File: config.mk
export PLATFORM = sky130hd
export DESIGN_NAME = spm_bank_conflict_serializer
export DESIGN_NICKNAME = d
export VERILOG_FILES = /design/src/rtl/npu_spm_defines.sv /design/src/rtl/spm_bank_conflict_serializer_pkg.sv /design/src/rtl/spm_bank_conflict_arbiter.sv /design/src/rtl/spm_bank_conflict_serializer.sv
export SDC_FILE = /design/constraint.sdc
export NUM_CORES = 2
export LEC_CHECK = 0
export CORE_AREA = 2 2 596 598
export CTS_CLUSTER_DIAMETER = 50
export DETAILED_ROUTE_END_ITERATION = 10
export DIE_AREA = 0 0 598 600
export PLACE_DENSITY = 0.38
export REMOVE_ABC_BUFFERS = 1
export SYNTH_ARGS = -nofsm -noshare
export SYNTH_HDL_FRONTEND = slang
export SYNTH_SLANG_ARGS = --single-unit
File: constraint.sdc
create_clock -name clk -period 5.2 [get_ports clk]
set_input_delay 0.78 -clock clk [delete_from_list [all_inputs] [get_ports clk]]
set_output_delay 0.78 -clock clk [all_outputs]
set_load 0.005 [all_outputs]
File: src/rtl/npu_spm_defines.sv
// Shared scratchpad-memory geometry and the lane-level field types used
// throughout the SPM pipeline.
`ifndef NPU_SPM_DEFINES_SV
`define NPU_SPM_DEFINES_SV

`define SM_PROCESSING_ELEMENTS 16
`define SM_MEMORY_BANKS 16

package npu_spm_defines;

   typedef logic [$clog2(`SM_MEMORY_BANKS)-1:0] sm_bank_address_t;
   typedef logic [9:0]                          sm_entry_address_t;
   typedef logic [31:0]                         sm_data_t;

endpackage

`endif

File: src/rtl/spm_bank_conflict_serializer_pkg.sv
// Helpers shared by the bank-conflict serializer and its arbiter.
package spm_bank_conflict_serializer_pkg;

   // Batch counter width: a request never needs more than one batch per lane.
   function automatic int batch_idx_width(input int num_lanes);
      return $clog2(num_lanes) + 1;
   endfunction

endpackage

File: src/rtl/spm_bank_conflict_arbiter.sv
// Combinational grant logic: picks one conflict-free batch out of the
// still-pending lanes of the captured request.
module spm_bank_conflict_arbiter
   import npu_spm_defines::*;
#(
   parameter int NUM_LANES = `SM_PROCESSING_ELEMENTS
) (
   input  logic [NUM_LANES-1:0] pending,
   input  sm_bank_address_t     bank_indexes [NUM_LANES],
   input  sm_entry_address_t    bank_offsets [NUM_LANES],
   input  logic                 is_store,
   output logic [NUM_LANES-1:0] grant,
   output logic                 last
);

   // A lane with w_has_lower_leader set is not the leader of its bank;
   // w_leader_offset then holds the offset the leader is accessing.
   logic              w_has_lower_leader [NUM_LANES];
   sm_entry_address_t w_leader_offset    [NUM_LANES];

   // Priority scan over lower lanes: first pending lane on the same bank wins.
   always_comb begin
      // NOTE: every combinational output gets a default before any branch so
      // no path leaves it unassigned, which would infer a latch.
      for (int i = 0; i < NUM_LANES; i++) begin
         w_has_lower_leader[i] = 1'b0;
         w_leader_offset[i]    = bank_offsets[i];
      end
      for (int i = 0; i < NUM_LANES; i++) begin
         for (int j = 0; j < i; j++) begin
            if (!w_has_lower_leader[i] && pending[j] &&
                (bank_indexes[j] == bank_indexes[i])) begin
               w_has_lower_leader[i] = 1'b1;
               w_leader_offset[i]    = bank_offsets[j];
            end
         end
      end
   end

   // Leaders always go; loads also broadcast to lanes hitting the leader's entry.
   always_comb begin
      grant = '0;
      for (int i = 0; i < NUM_LANES; i++) begin
         grant[i] = pending[i] &&
                    (!w_has_lower_leader[i] ||
                     (!is_store && (bank_offsets[i] == w_leader_offset[i])));
      end
      last = ((pending & ~grant) == '0);
   end

endmodule

File: src/rtl/spm_bank_conflict_serializer.sv
// Splits one warp-wide SPM request into bank-conflict-free batches and
// streams them to the bank array one per cycle over valid/ready.
module spm_bank_conflict_serializer
   import npu_spm_defines::*;
   import spm_bank_conflict_serializer_pkg::*;
#(
   parameter int NUM_LANES = `SM_PROCESSING_ELEMENTS,
   parameter int NUM_BANKS = `SM_MEMORY_BANKS
) (
   input  logic                                 clk,
   input  logic                                 reset,
   input  logic                                 in_valid,
   output logic                                 in_ready,
   input  logic                                 in_is_store,
   input  logic [NUM_LANES-1:0]                 in_mask,
   input  sm_bank_address_t                     in_bank_indexes  [NUM_LANES],
   input  sm_entry_address_t                    in_bank_offsets  [NUM_LANES],
   input  sm_data_t                             in_write_data    [NUM_LANES],
   output logic                                 out_valid,
   input  logic                                 out_ready,
   output logic                                 out_is_store,
   output logic [NUM_LANES-1:0]                 out_mask,
   output sm_bank_address_t                     out_bank_indexes [NUM_LANES],
   output sm_entry_address_t                    out_bank_offsets [NUM_LANES],
   output sm_data_t                             out_write_data   [NUM_LANES],
   output logic                                 out_last,
   output logic [batch_idx_width(NUM_LANES)-1:0] out_batch_idx
);

   localparam int IDX_W = batch_idx_width(NUM_LANES);

   // The bank index type must be able to name every bank.
   if (NUM_BANKS > (1 << $bits(sm_bank_address_t))) begin : g_bank_width_check
      $error("NUM_BANKS exceeds the range of sm_bank_address_t");
   end

   logic                 r_busy;
   logic [NUM_LANES-1:0] r_pending;
   logic                 r_is_store;
   sm_bank_address_t     r_bank_indexes [NUM_LANES];
   sm_entry_address_t    r_bank_offsets [NUM_LANES];
   sm_data_t             r_write_data   [NUM_LANES];
   logic [IDX_W-1:0]     r_batch_idx;

   logic [NUM_LANES-1:0] w_grant;
   logic                 w_last;
   logic                 w_accept;
   logic                 w_consume;

   spm_bank_conflict_arbiter #(
      .NUM_LANES (NUM_LANES)
   ) u_arbiter (
      .pending      (r_pending),
      .bank_indexes (r_bank_indexes),
      .bank_offsets (r_bank_offsets),
      .is_store     (r_is_store),
      .grant        (w_grant),
      .last         (w_last)
   );

   // A new request may enter while the final batch of the current one leaves.
   assign in_ready  = !r_busy || (out_ready && w_last);
   assign w_accept  = in_valid && in_ready;
   assign w_consume = r_busy && out_ready;

   // Capture on accept, otherwise retire the granted lanes on each consume.
   always_ff @(posedge clk or negedge reset) begin
      if (!reset) begin
         r_busy         <= 1'b0;
         r_pending      <= '0;
         r_is_store     <= 1'b0;
         r_batch_idx    <= '0;
         // NOTE: the captured lane fields are plain flops, not a RAM, so they
         // are reset too and the outputs read as zero after reset.
         r_bank_indexes <= '{default: '0};
         r_bank_offsets <= '{default: '0};
         r_write_data   <= '{default: '0};
      end else if (w_accept) begin
         // NOTE: non-blocking assignments so every flop samples pre-edge values.
         r_busy         <= 1'b1;
         r_pending      <= in_mask;
         r_is_store     <= in_is_store;
         r_batch_idx    <= '0;
         r_bank_indexes <= in_bank_indexes;
         r_bank_offsets <= in_bank_offsets;
         r_write_data   <= in_write_data;
      end else if (w_consume) begin
         r_pending   <= r_pending & ~w_grant;
         r_batch_idx <= r_batch_idx + IDX_W'(1);
         if (w_last) begin
            r_busy <= 1'b0;
         end
      end
   end

   assign out_valid        = r_busy;
   assign out_is_store     = r_is_store;
   assign out_mask         = w_grant;
   assign out_last         = w_last;
   assign out_batch_idx    = r_batch_idx;
   assign out_bank_indexes = r_bank_indexes;
   assign out_bank_offsets = r_bank_offsets;
   assign out_write_data   = r_write_data;

endmodule

==> impl_metrics.tcl <==
set metrics [dict create \
    critPathArrivalTime_ns 6.15 \
    grt_max_degree 105 \
    crit_top_cell "buf_12" \
    hold_viol_final 0 \
    synth_top_area_frac 0.327 \
    cp_max_fo 6 \
    antenna_left 0 \
    drv_slew 0 \
    grt_pass1_vias 70000 \
    stdcell_count 14200 \
    avgViaCountPerCell 5.03 \
    synth_warnings 0 \
    critical-path-max-stage-delay_ns 0.53 \
    maxCapViolCount 0 \
    cp_slowest_cell "or4_4" \
    worst_slack_ns -1.73 \
    vias 71600 \
    synth_fa_ha_area_frac 0.000215 \
    tightest_slew_ns 1.26 \
    top_usage_layer "met2" \
    final_cell_mix "buf_4, clkdlybuf4s50_1, mux2_4" \
    hp-class "primary input to flop" \
    ys_seq_elements 759 \
    use_met2 0.565 \
    fin_crit_sh 1.33 \
    critPathTopFamily "buffers and inverters" \
    tritoncts "done" \
    synth.largest_area_cell "dfrtp_1" \
    slew_headroom 0.159 \
    drt-total-wl_um 647000 \
    die_h_um 600 \
    dr.pass1.iters 6 \
    status "complete, but fails checks" \
    power_leakage_nw 46.4 \
    drtIter0Drc 7931 \
    placed_cells 13700 \
    cts_made_buffers 164 \
    port_buffers 1517 \
    drcViolationCount 0 \
    fin_skew_ns 0.104 \
    crit_required_ns 4.42 \
    met3_usage 0.0911 \
    drive_above_1_share 0.406 \
    crit_type "flop to output pin" \
    syn-instance-count 5857 \
    rsz0062_at_grt "true" \
    cp-start-kind "flop" \
    ff_latch_area_mm2 0.0191 \
    gp_congestion 1.06 \
    synth_compound_area_frac 0.174 \
    fp.dieW_um 598 \
    synthToLayoutAreaGrowth_pct 82.5 \
    cts_sinks 759 \
    ys.flop_type "dfrtp_1" \
    met1_usage 0.421 \
    critical_path_buf_inv_count 9 \
    multi_input_area_mm2 0.0366 \
    synthMuxAreaShare 0.203 \
    htree_levels 4 \
    avgSynthCellArea_um2 9.93 \
    synth_area_leaders "dfrtp_1, mux2_4, xnor2_1" \
    period_minus_slack_ns 6.93 \
    nFillCells 36800 \
    path_cells "buf_12 > xor2_1 > nor2_1 > nand4_1 > buf_4 > or4_4 > buf_6 > nor3_4 > buf_4 > a211o_1 > a21oi_1 > a311o_1 > nor4_2 > a22o_1 > buf_12 > o211ai_1 > buf_4 > a2111oi_4 > buf_12 > buf_6 > and4_4 > buf_12" \
    async_reset_ff_frac 1.00 \
    synthXorXnorAreaFrac 0.0874 \
    start_util 0.165 \
    core-area_mm2 0.352 \
    power.density_mw_per_mm2 988 \
    clk_path_buf_depth 4 \
    syn_area_mm2 0.0581 \
    grt_pass1_wl_um 809000 \
    post_drt_wl_per_cell_um 45.5 \
    synth_simple_gate_area_frac 0.139 \
    critPathCaptureType "output pin" \
    clkLatencyLatePin_ns 0.90 \
    grt_util_all_layers 0.348 \
    cts_root_buf "clkbuf_16" \
    ios 1518 \
    setup_viol 772 \
    final_common_cell "buf_4" \
    synth-seq-area-share 0.327 \
    clk_pin_slew_ns 0.06 \
    layout.nets 10200 \
    die-area_mm2 0.359 \
    whs_ns 0.484 \
    dp_hpwl_um 554000 \
    fmax_mhz 144 \
    synth_top_family_by_area "multiplexers" \
    placementRows 218 \
    antenna_found_initial 257 \
    synth_edf_count 0 \
    vdd.ir_drop.worst_v 0.000473 \
    synth_cell_types 100 \
    overflow 0 \
    violations "negative setup slack" \
]
-- cell families (layout without fill, tap and decap cells) --
family | count (synthesis) | in the layout
AOI/OAI and AO/OA | 1416 | 1416
buffers and inverters | 665 | 4351
DFF | 759 | 759
and+or+nand+nor | 1624 | 1624
adders and majority gates | 1 | 1
xor gates and xnor gates | 580 | 580
muxes | 812 | 812
other | 0 | 74
-- state kept, by name, summed over array words and instances (netlist names) --
signal / cells
out_valid: 1
r_pending: 16
out_write_data: 512
out_bank_indexes: 64
out_is_store: 1
out_bank_offsets: 160
out_batch_idx: 5
-- where the power goes --
part	total, mW	switching [mW]	leakage (nW)	internal [mW]
clock network	11.6	4.22	2.84	7.42
registers	13.8	4.64	8.87	9.17
logic	79.3	42.2	34.7	37.2
total	105	51.0	46.4	53.7
-- per-stage QoR --
step / setup slack (ns) / area (µm²) / TNS [ns] / util / total power, mW
after floorplan: -36.20 / 54400 / - / - / 22.1
after global placement: -1.54 / 95200 / -1080.39 / 0.271 / 85.1
after detailed placement: -1.54 / 95200 / -1079.79 / 0.271 / 84.9
after CTS: -1.63 / 106000 / -770.02 / 0.300 / 104
after global routing: -1.90 / 106000 / -1137.52 / 0.301 / 106
final: -1.73 / 106000 / -1012.27 / 0.302 / 105
-- cells in the mapped netlist, drive strengths merged (56+ instances only) --
library cell	instances
nor2	337
nor3	219
a21oi	208
a221oi	57
buf	264
dfrtp	759
nand3	230
xnor2	338
nor4	82
a31oi	67
and2	61
o221ai	56
xor2	242
mux2	762
inv	105
clkbuf	291
a211oi	74
o211ai	78
o22ai	116
nand4	97
a22oi	68
o21ai	239
nand2	390
-- per-layer routing --
layer	routed length, µm	share of wire	vias to the layer above
met3	53100	0.082	1237
li1	-	-	29100
met4	41400	0.064	172
met1	257000	0.40	36800
met5	1330	0.0021	-
met2	295000	0.46	4229
-- final timing paths --
kind                                 startpoint                     to  slack (ns)  cells after the start
max                        out_bank_indexes[29]               out_last       -1.73                     22
min                          in_write_data[177]    out_write_data[177]        0.48                      2
max reg2reg                out_bank_indexes[29]  out_bank_offsets[114]       -1.43                     29
min reg2reg                  out_write_data[93]     out_write_data[93]        0.51                      1
max in group asynchronous                 reset    out_write_data[320]        3.05                      4
min in group asynchronous                 reset  out_bank_offsets[102]        0.56                      2
-- final cells by class --
class	instances	area share
antenna	74	0.00175
clock buffer	194	0.0417
clock inverter	108	0.0142
inverter	110	0.00396
multi-input combinational	4433	0.345
sequential	759	0.180
tap	4620	0.0545
timing repair buffer	3939	0.359
-- what timing repair did --
action                                  4_1_cts  5_1_grt
buffers inserted                            109       22
hold endpoints to repair                      4        0
hold buffers                                  1        0
resized for setup                           499       44
endpoints found under the setup margin      773      773
pin swaps                                   103        6
cloned                                       47        0
Power figures use the tool's default switching activity.
